### config.mk
export PLATFORM = sky130hd
export DESIGN_NAME = vga_display_driver
export DESIGN_NICKNAME = d
export VERILOG_FILES = /design/src/rtl/vga_display_driver.sv
export SDC_FILE = /design/constraint.sdc
export NUM_CORES = 1
export LEC_CHECK = 0
export CORE_MARGIN = 1
export CORE_UTILIZATION = 55
export CTS_BUF_LIST = sky130_fd_sc_hd__clkbuf_8
export DETAILED_ROUTE_END_ITERATION = 8
export GPL_ROUTABILITY_DRIVEN = 0
export GPL_TIMING_DRIVEN = 0
export PLACE_DENSITY = 0.77
export SLEW_MARGIN = 10
export SYNTH_ARGS = -nofsm -noshare
export SYNTH_HDL_FRONTEND = slang
export SYNTH_SLANG_ARGS = --single-unit
### constraint.sdc
create_clock -name clk_60Mhz -period 4.1 [get_ports clk_60Mhz]
set_input_delay 0.41 -clock clk_60Mhz [delete_from_list [all_inputs] [get_ports clk_60Mhz]]
set_output_delay 0.41 -clock clk_60Mhz [all_outputs]
set_load 0.01 [all_outputs]
### src/rtl/vga_display_driver.sv
// VGA raster timing generator with an internal eight-bar colour test pattern.
// Counters describe the current pixel; all port outputs are registered one clock behind them.
module vga_display_driver #(
  parameter int H_ACTIVE = 640,
  parameter int H_FP     = 16,
  parameter int H_SYNC   = 96,
  parameter int H_BP     = 48,
  parameter int V_ACTIVE = 480,
  parameter int V_FP     = 10,
  parameter int V_SYNC   = 2,
  parameter int V_BP     = 33,
  parameter int COLOR_W  = 4
) (
  input  logic               clk_60Mhz,
  input  logic               reset_,
  output logic               o_h_sync,
  output logic               o_v_sync,
  output logic [COLOR_W-1:0] o_r,
  output logic [COLOR_W-1:0] o_g,
  output logic [COLOR_W-1:0] o_b
);

  localparam int H_TOTAL = H_ACTIVE + H_FP + H_SYNC + H_BP;
  localparam int V_TOTAL = V_ACTIVE + V_FP + V_SYNC + V_BP;
  localparam int HW      = (H_TOTAL > 1) ? $clog2(H_TOTAL) : 1;
  localparam int VW      = (V_TOTAL > 1) ? $clog2(V_TOTAL) : 1;
  localparam int BAR_W   = H_ACTIVE / 8;
  localparam int SEG_W   = (BAR_W > 1) ? $clog2(BAR_W) : 1;

  localparam logic [HW-1:0]    H_MAX      = HW'(H_TOTAL - 1);
  localparam logic [HW-1:0]    H_ACT_END  = HW'(H_ACTIVE);
  localparam logic [HW-1:0]    H_SYNC_BEG = HW'(H_ACTIVE + H_FP);
  localparam logic [HW-1:0]    H_SYNC_END = HW'(H_ACTIVE + H_FP + H_SYNC);
  localparam logic [VW-1:0]    V_MAX      = VW'(V_TOTAL - 1);
  localparam logic [VW-1:0]    V_ACT_END  = VW'(V_ACTIVE);
  localparam logic [VW-1:0]    V_SYNC_BEG = VW'(V_ACTIVE + V_FP);
  localparam logic [VW-1:0]    V_SYNC_END = VW'(V_ACTIVE + V_FP + V_SYNC);
  localparam logic [SEG_W-1:0] SEG_MAX    = SEG_W'(BAR_W - 1);

  logic [HW-1:0]    h_cnt;
  logic [VW-1:0]    v_cnt;
  logic [SEG_W-1:0] seg_cnt;
  logic [2:0]       bar;

  logic       h_wrap;
  logic       v_wrap;
  logic       seg_wrap;
  logic       active;
  logic       h_sync_n;
  logic       v_sync_n;
  logic [2:0] c;

  always_comb begin
    h_wrap   = (h_cnt == H_MAX);
    v_wrap   = (v_cnt == V_MAX);
    seg_wrap = (seg_cnt == SEG_MAX);
    active   = (h_cnt < H_ACT_END) && (v_cnt < V_ACT_END);
    h_sync_n = !((h_cnt >= H_SYNC_BEG) && (h_cnt < H_SYNC_END));
    v_sync_n = !((v_cnt >= V_SYNC_BEG) && (v_cnt < V_SYNC_END));
    c        = 3'd7 - bar;
  end

  always_ff @(posedge clk_60Mhz or posedge reset_) begin
    if (reset_) begin
      h_cnt   <= '0;
      v_cnt   <= '0;
      seg_cnt <= '0;
      bar     <= '0;
    end else begin
      if (h_wrap) begin
        h_cnt <= '0;
        v_cnt <= v_wrap ? '0 : v_cnt + 1'b1;
      end else begin
        h_cnt <= h_cnt + 1'b1;
      end
      // Segment counter replaces h_cnt / BAR_W; it restarts with every line.
      if (h_wrap) begin
        seg_cnt <= '0;
        bar     <= '0;
      end else if (seg_wrap) begin
        seg_cnt <= '0;
        bar     <= bar + 3'd1;
      end else begin
        seg_cnt <= seg_cnt + 1'b1;
      end
    end
  end

  always_ff @(posedge clk_60Mhz or posedge reset_) begin
    if (reset_) begin
      o_h_sync <= 1'b1;
      o_v_sync <= 1'b1;
      o_r      <= '0;
      o_g      <= '0;
      o_b      <= '0;
    end else begin
      o_h_sync <= h_sync_n;
      o_v_sync <= v_sync_n;
      // c read as {G,R,B} yields white, yellow, cyan, green, magenta, red, blue, black.
      o_g      <= (active && c[2]) ? '1 : '0;
      o_r      <= (active && c[1]) ? '1 : '0;
      o_b      <= (active && c[0]) ? '1 : '0;
    end
  end

endmodule

==> impl_metrics.ini, run 1 <==
[run_status]
status = finished clean

[die]
floorplan.rows = 20
die_w_um = 58.4
dieArea_sq_um = 3410
coreArea_sq_um = 3030
ios = 16
fp.dieH_um = 58.4
floorplan.initialDensity_pct = 57.7

[clock_tree]
clkSinkCount = 35
htreeDepth = 2
clkTransAtPathRegs_ns = 0.07
postCtsSetupBuffers = 0
cts_made_buffers = 5
cts-root-buf = clkbuf_8
clk_path_buf_depth = 2
cts_tree = built
ctsResizeCount = 0
clkLatencyLatePin_ns = 0.29
cts_hold_buffers = 0

[place]
io_buffer_count = 15
dp_hpwl_mm = 2.14
place_inst = 223
place_ws_ns = 2.31

[hold_path]
hold_class = register to register
hold_depth = 1

[final_layout]
nNetsFinal = 194
drive_gt1_share_pct = 14.4
antenna_cells = 0
syn2layout_area_growth_pct = 17.0
final_cells = 231
fillerInstances = 232

[sta]
setup_slack_ns = 2.30
min_period_ns = 1.80
rsz0062_at_grt = no
fmax_mhz = 557
min_period_over_period_pct = 43.8
finClkSkew_ns = 0.00941
finalHoldViolCount = 0
tns_ns = 0
finalMaxSlewViolations = 0
setup_viol = 0
slew_headroom_pct = 53.8
worst_slew_pin_slew_ns = 0.692

[detailed_routing]
postRouteAntennaNets = 0
avgRoutedWirePerCell_um = 13.3
drtIter0Drc = 27
firstDrtPassIters = 4
num_vias = 1217
drc_errors = 0
vias_per_cell = 5.27
routed_wl_mm = 3.07

[setup_path]
path_depth = 7
critPathRequiredTime_ns = 4.28
slowest_stage = dfrtp_1
path_common_cell = and3_1
cp-start-kind = register
cpPeakStageDelay_ns = 0.42
critPathBufInv = 2
cp.arrival_ns = 1.98
cp_max_fo = 9
criticalPathCategory = register to register
crit_family = simple AND/OR/NAND/NOR gates
r2r_cells = 7
crit_chain = ha_1, and3_1, clkbuf_2, and3_1, buf_6, nand4_4, mux2_4
endpoint_kind = register

[global_route]
grt_max_degree = 36
grt_usage_pct = 21.2
grt_overflow_total = 0
grt_pass1_vias = 1158
antenna_found_initial = 0
grt_first_pass_wirelength_mm = 5.21

[power]
vdd.ir_drop.worst_uv = 267
power_density_nw_per_um2 = 296
power_leakage_nw = 0.970
power_mw = 0.605

[synth]
netlist_area_sq_um = 1750
mappedNetlistNets = 172
yosysUniqueCellTypes = 34
ys_ff_latch = 35
syn_inst = 164
ys_seq_area_share_pct = 50.3
synth_area_per_cell_sq_um = 10.7
yosys_warnings = 0

[job]
maxCapViolations = 0
## registers in the layout, summed over array words and instances, names as in the netlist
signal    count
bar           3
o_b           1
h_cnt        10
o_g           1
v_cnt        10
o_r           1
o_h_sync      1
o_v_sync      1
seg_cnt       7
## per-layer routing
layer / global-route usage [%] / up-vias / wire (um)
met4: 10.2 / 0 / 51
met1: 26.8 / 598 / 1400
met2: 33.2 / 11 / 1540
met5: 0 / - / 0
li1: - / 601 / -
met3: 6.81 / 7 / 78
## cell usage in the layout (no fill, tap or decap), types with 2 or more instances in the layout
master / instances
dfrtp_1: 33
nor2_1: 21
nand3_1: 15
clkdlybuf4s50_1: 15
xnor2_1: 9
buf_4: 9
xor2_1: 8
and3_1: 7
nand4_1: 7
inv_1: 6
ha_1: 6
clkbuf_8: 6
nand2_1: 5
and4_1: 4
o21ai_0: 4
and2_1: 3
nor3_1: 3
buf_2: 2
clkbuf_2: 2
nor4b_1: 2
mux2i_1: 2
dfstp_2: 2
## through the flow
stage                     hold WS, ns  area, sq um  util [%]
after CTS                       0.472         2040      67.5
after global routing            0.476         2040      67.5
after detailed placement        0.459         1950      64.5
final                           0.460         2040      67.5
after global placement          0.439         1950      64.5
after floorplan                 0.422         1750         -
## kinds of logic after synthesis
family          synth area share, %
xor+xnor                       8.52
simple gates                   23.9
buf+inv                        6.95
compound gates                 4.08
mux                            2.01
flops                          50.3
fa+ha+maj                      4.30
## area by class of cell
class                      instances  area, sq um  share of cell area [%]
buffer                            14         98.8                    4.84
sequential                        35          878                    43.0
clock buffer                       6         82.6                    4.04
timing repair buffer              15          150                    7.35
tap                               44         55.1                    2.69
inverter                           6         22.5                    1.10
multi-input combinational        109          747                    36.6
clock inverter                     2         8.76                   0.429
## path summary, 6_finish.rpt
path | start | endpoint | slack (ns)
worst max-delay path | h_cnt[0] | v_cnt[4] | 2.30
min in group asynchronous | reset_ | v_cnt[2] | 0.54
max in group asynchronous | reset_ | v_cnt[3] | 3.10
worst max register to register | h_cnt[0] | v_cnt[4] | 2.30
worst min register to register | bar[1] | o_r[2] | 0.46
worst min-delay path | bar[1] | o_r[2] | 0.46
## Yosys cell counts
cell type	count	area [sq um]
inv_1	6	22.5
a32o_1	1	10.0
o21a_1	1	7.51
nand2_1	5	18.8
nor2_1	21	78.8
a22o_1	1	8.76
and3_1	7	43.8
o21ai_0	4	20.0
buf_4	9	67.6
a21oi_1	1	5.00
or3b_1	1	8.76
xor2_1	8	70.1
dfstp_2	2	52.6
mux2i_1	2	20.0
nand3_1	15	75.1
clkbuf_2	2	10.0
and4_1	4	35.0
buf_6	1	11.3
nand4_1	7	43.8
dfrtp_1	33	826
o21ai_1	1	5.00
and2_1	3	18.8
nor2b_1	1	6.26
a21boi_0	1	7.51
nor4b_4	1	23.8
ha_1	6	75.1
nor3_1	3	15.0
nand4_4	1	21.3
buf_2	2	10.0
nor4b_1	2	17.5
nor4bb_1	1	10.0
o31ai_1	1	7.51
mux2_4	1	15.0
xnor2_1	9	78.8
## worst reg2reg max path, delay by kind of cell, from the launching register on
kind | cells | cell delay [ns]
mux | 1 | 0.29
simple gates | 3 | 0.44
fa+ha+maj | 1 | 0.27
buf+inv | 2 | 0.27
flops | 1 | 0.42
## power by group
group          leakage, nW  switching (mW)  total [mW]  internal, mW
combinational        0.480         0.00629     0.00721      0.000916
clock               0.0524           0.120       0.253         0.133
sequential           0.438               0       0.345         0.345
Power figures use the tool's default switching activity.
==> run 2, diff against run 1 <==
--- a/config.mk
+++ b/config.mk
@@ -6,7 +6,7 @@
 export NUM_CORES = 1
 export LEC_CHECK = 0
 export CORE_MARGIN = 1
-export CORE_UTILIZATION = 55
+export CORE_UTILIZATION = 53
 export CTS_BUF_LIST = sky130_fd_sc_hd__clkbuf_8
 export DETAILED_ROUTE_END_ITERATION = 8
 export GPL_ROUTABILITY_DRIVEN = 0
==> constraint.sdc (replaced) <==
create_clock -name clk_60Mhz -period 1.55 [get_ports clk_60Mhz]
set_input_delay 0.155 -clock clk_60Mhz [delete_from_list [all_inputs] [get_ports clk_60Mhz]]
set_output_delay 0.155 -clock clk_60Mhz [all_outputs]
set_load 0.01 [all_outputs]
==> run 2 against run 1 <==
  * Wire length is 6.7% higher
  * Final cell count up 5.2%
  * Worst hold slack got worse by 0.15 ns
  * Sequential power rose to 2.6 times the previous value
  * Via count rose by 5.4%
  * Count of clock-buffer cells in the layout shrank 1
  * Sequential share of layout area fell by 2.5 points
  * Critical path depth is 1 lower
  * Combinational power grew to 2.7 times the previous value
  * Clock skew is 0.0051 ns lower
  * Clock power increased by 150%
  * Largest cell class unchanged
  * Largest power group unchanged
  * Highest routed layer unchanged
==> impl_metrics.ini, run 2 (synthesized netlist as in run 1, its figures left out) <==
[sta]
fmax_mhz = 649
rsz0062_at_grt = yes
min_period_over_period_pct = 99.4
finalMaxSlewViolations = 0
setup_viol = 0
worst_slew_pin_slew_ns = 0.710
min_period_ns = 1.54
holdWs_ns = 0.309
finClkSkew_ns = 0.00429
slew_headroom_pct = 52.6
setup_slack_ns = 0.00993
finalHoldViolCount = 0
tns_ns = 0

[setup_path]
endpoint = v_cnt[4]
cp_max_fo = 3
path_depth = 6
endpoint_kind = register
crit_family = simple AND/OR/NAND/NOR gates
critPathRequiredTime_ns = 1.72
worstSetupStartpoint = v_cnt[1]
cp.arrival_ns = 1.71
cpPeakStageDelay_ns = 0.40
criticalPathCategory = register to register
crit_chain = inv_2, ha_4, nor4bb_4, and4_1, nor2_1, mux2_4
critPathBufInv = 1
rr_endpoint = v_cnt[4]
r2r_cells = 6
reg2reg_slack_ns = 0.01
cp-start-kind = register
slowest_stage = dfrtp_1
r2r_start = v_cnt[1]

[place]
placed_area_sq_um = 1960
place_ws_ns = -0.201
dp_hpwl_mm = 2.14
place_inst = 223
io_buffer_count = 15

[detailed_routing]
avgRoutedWirePerCell_um = 13.5
postRouteAntennaNets = 0
drc_errors = 0
routed_wl_mm = 3.28
drtIter0Drc = 56
num_vias = 1283
firstDrtPassIters = 4
vias_per_cell = 5.28

[job]
maxCapViolations = 0

[final_layout]
nNetsFinal = 206
final_cells = 243
antenna_cells = 0
syn2layout_area_growth_pct = 24.8
fin_area_sq_um = 2180
fin_util_pct = 70.8
reg.largest.list = h_cnt (10), v_cnt (10), seg_cnt (7)
final_cell_mix = dfrtp_1, buf_4, nor2_1
layout_commonest_cell = dfrtp_1
drive_gt1_share_pct = 25.6

[run_status]
status = finished clean

[power]
power_mw = 1.56
power_frac_comb_pct = 1.3
clockPowerShare_pct = 40.2
p_sw_mw = 0.337
p_seq_share_pct = 58.6
power_density_nw_per_um2 = 716
vdd.ir_drop.worst_uv = 506
p_int_mw = 1.22
power_leakage_nw = 1.02
switching_share_pct = 21.6

[die]
floorplan.rows = 20
dieArea_sq_um = 3530
coreArea_sq_um = 3080
die_w_um = 59.4
ios = 16
floorplan.initialDensity_pct = 56.7
fp.dieH_um = 59.4

[hold_path]
hold_class = input port to asynchronous set/reset pin

[global_route]
grt_pass1_vias = 1236
grt_usage_pct = 20.8
grt_overflow_total = 0
antenna_found_initial = 0
grt_max_degree = 36
grt_first_pass_wirelength_mm = 5.35

[clock_tree]
htreeDepth = 2
cts-root-buf = clkbuf_8
cts_tree = built
clkTransAtPathRegs_ns = 0.07
clkLatencyLatePin_ns = 0.29
clk_path_buf_depth = 2
cts_made_buffers = 5
clkSinkCount = 35
-- run 2: cell types whose count changed in the layout (fill, tap and decap cells not counted), sizes merged --
cell	change
buf	+13
clkbuf	-2
clkinvlp	+1
-- run 2: worst min path at each step --
stage / end / slack (ns) / from / cells past startpoint
final: v_cnt[3] / 0.31 / reset_ / 2
after global routing: v_cnt[2] / 0.38 / reset_ / 2
after CTS: v_cnt[2] / 0.33 / reset_ / 2
after global placement: o_g[2] / 0.44 / bar[2] / 1
after floorplan: bar[0] / 0.31 / reset_ / 1
after detailed placement: o_g[2] / 0.44 / bar[2] / 1
-- run 2: power by group through the flow --
stage / registers (mW) / logic [mW] / clock network (mW)
after floorplan: 0.930 / 0.0134 / 0
after global placement: 0.930 / 0.0204 / 0
after detailed placement: 0.930 / 0.0208 / 0
after CTS: 0.913 / 0.0210 / 0.640
after global routing: 0.913 / 0.0232 / 0.669
final: 0.913 / 0.0196 / 0.627
-- run 2: layer usage --
metal | routed length [um] | up-vias | track usage (%) | part of all wire, %
met5 | 0 | - | 0 | 0
met4 | 49 | 0 | 8.16 | 1.5
met3 | 115 | 5 | 5.90 | 3.5
met2 | 1660 | 24 | 35.5 | 51
met1 | 1450 | 625 | 24.8 | 44
li1 | - | 629 | - | -
-- run 2: worst register-to-register path, cell delays in order, from the launching register on --
cell	delay, ns
dfrtp_1	0.40
inv_2	0.10
ha_4	0.13
nor4bb_4	0.21
and4_1	0.27
nor2_1	0.05
mux2_4	0.27
-- run 2: final cells by class --
type / count / area, sq um
buffer: 12 / 85.1
clock buffer: 5 / 68.8
clock inverter: 3 / 16.3
fill: 222 / 898
inverter: 6 / 22.5
multi-input combinational: 109 / 795
sequential: 35 / 882
tap: 44 / 55.1
timing repair buffer: 29 / 255
-- run 2: repair_timing --
| item | CTS | global route |
|---|---|---|
| pin swaps | 4 | 3 |
| setup endpoints to repair | 16 | 10 |
| gates resized for setup | 8 | 7 |
| hold buffers | 0 | 0 |
| buffers inserted | 10 | 4 |
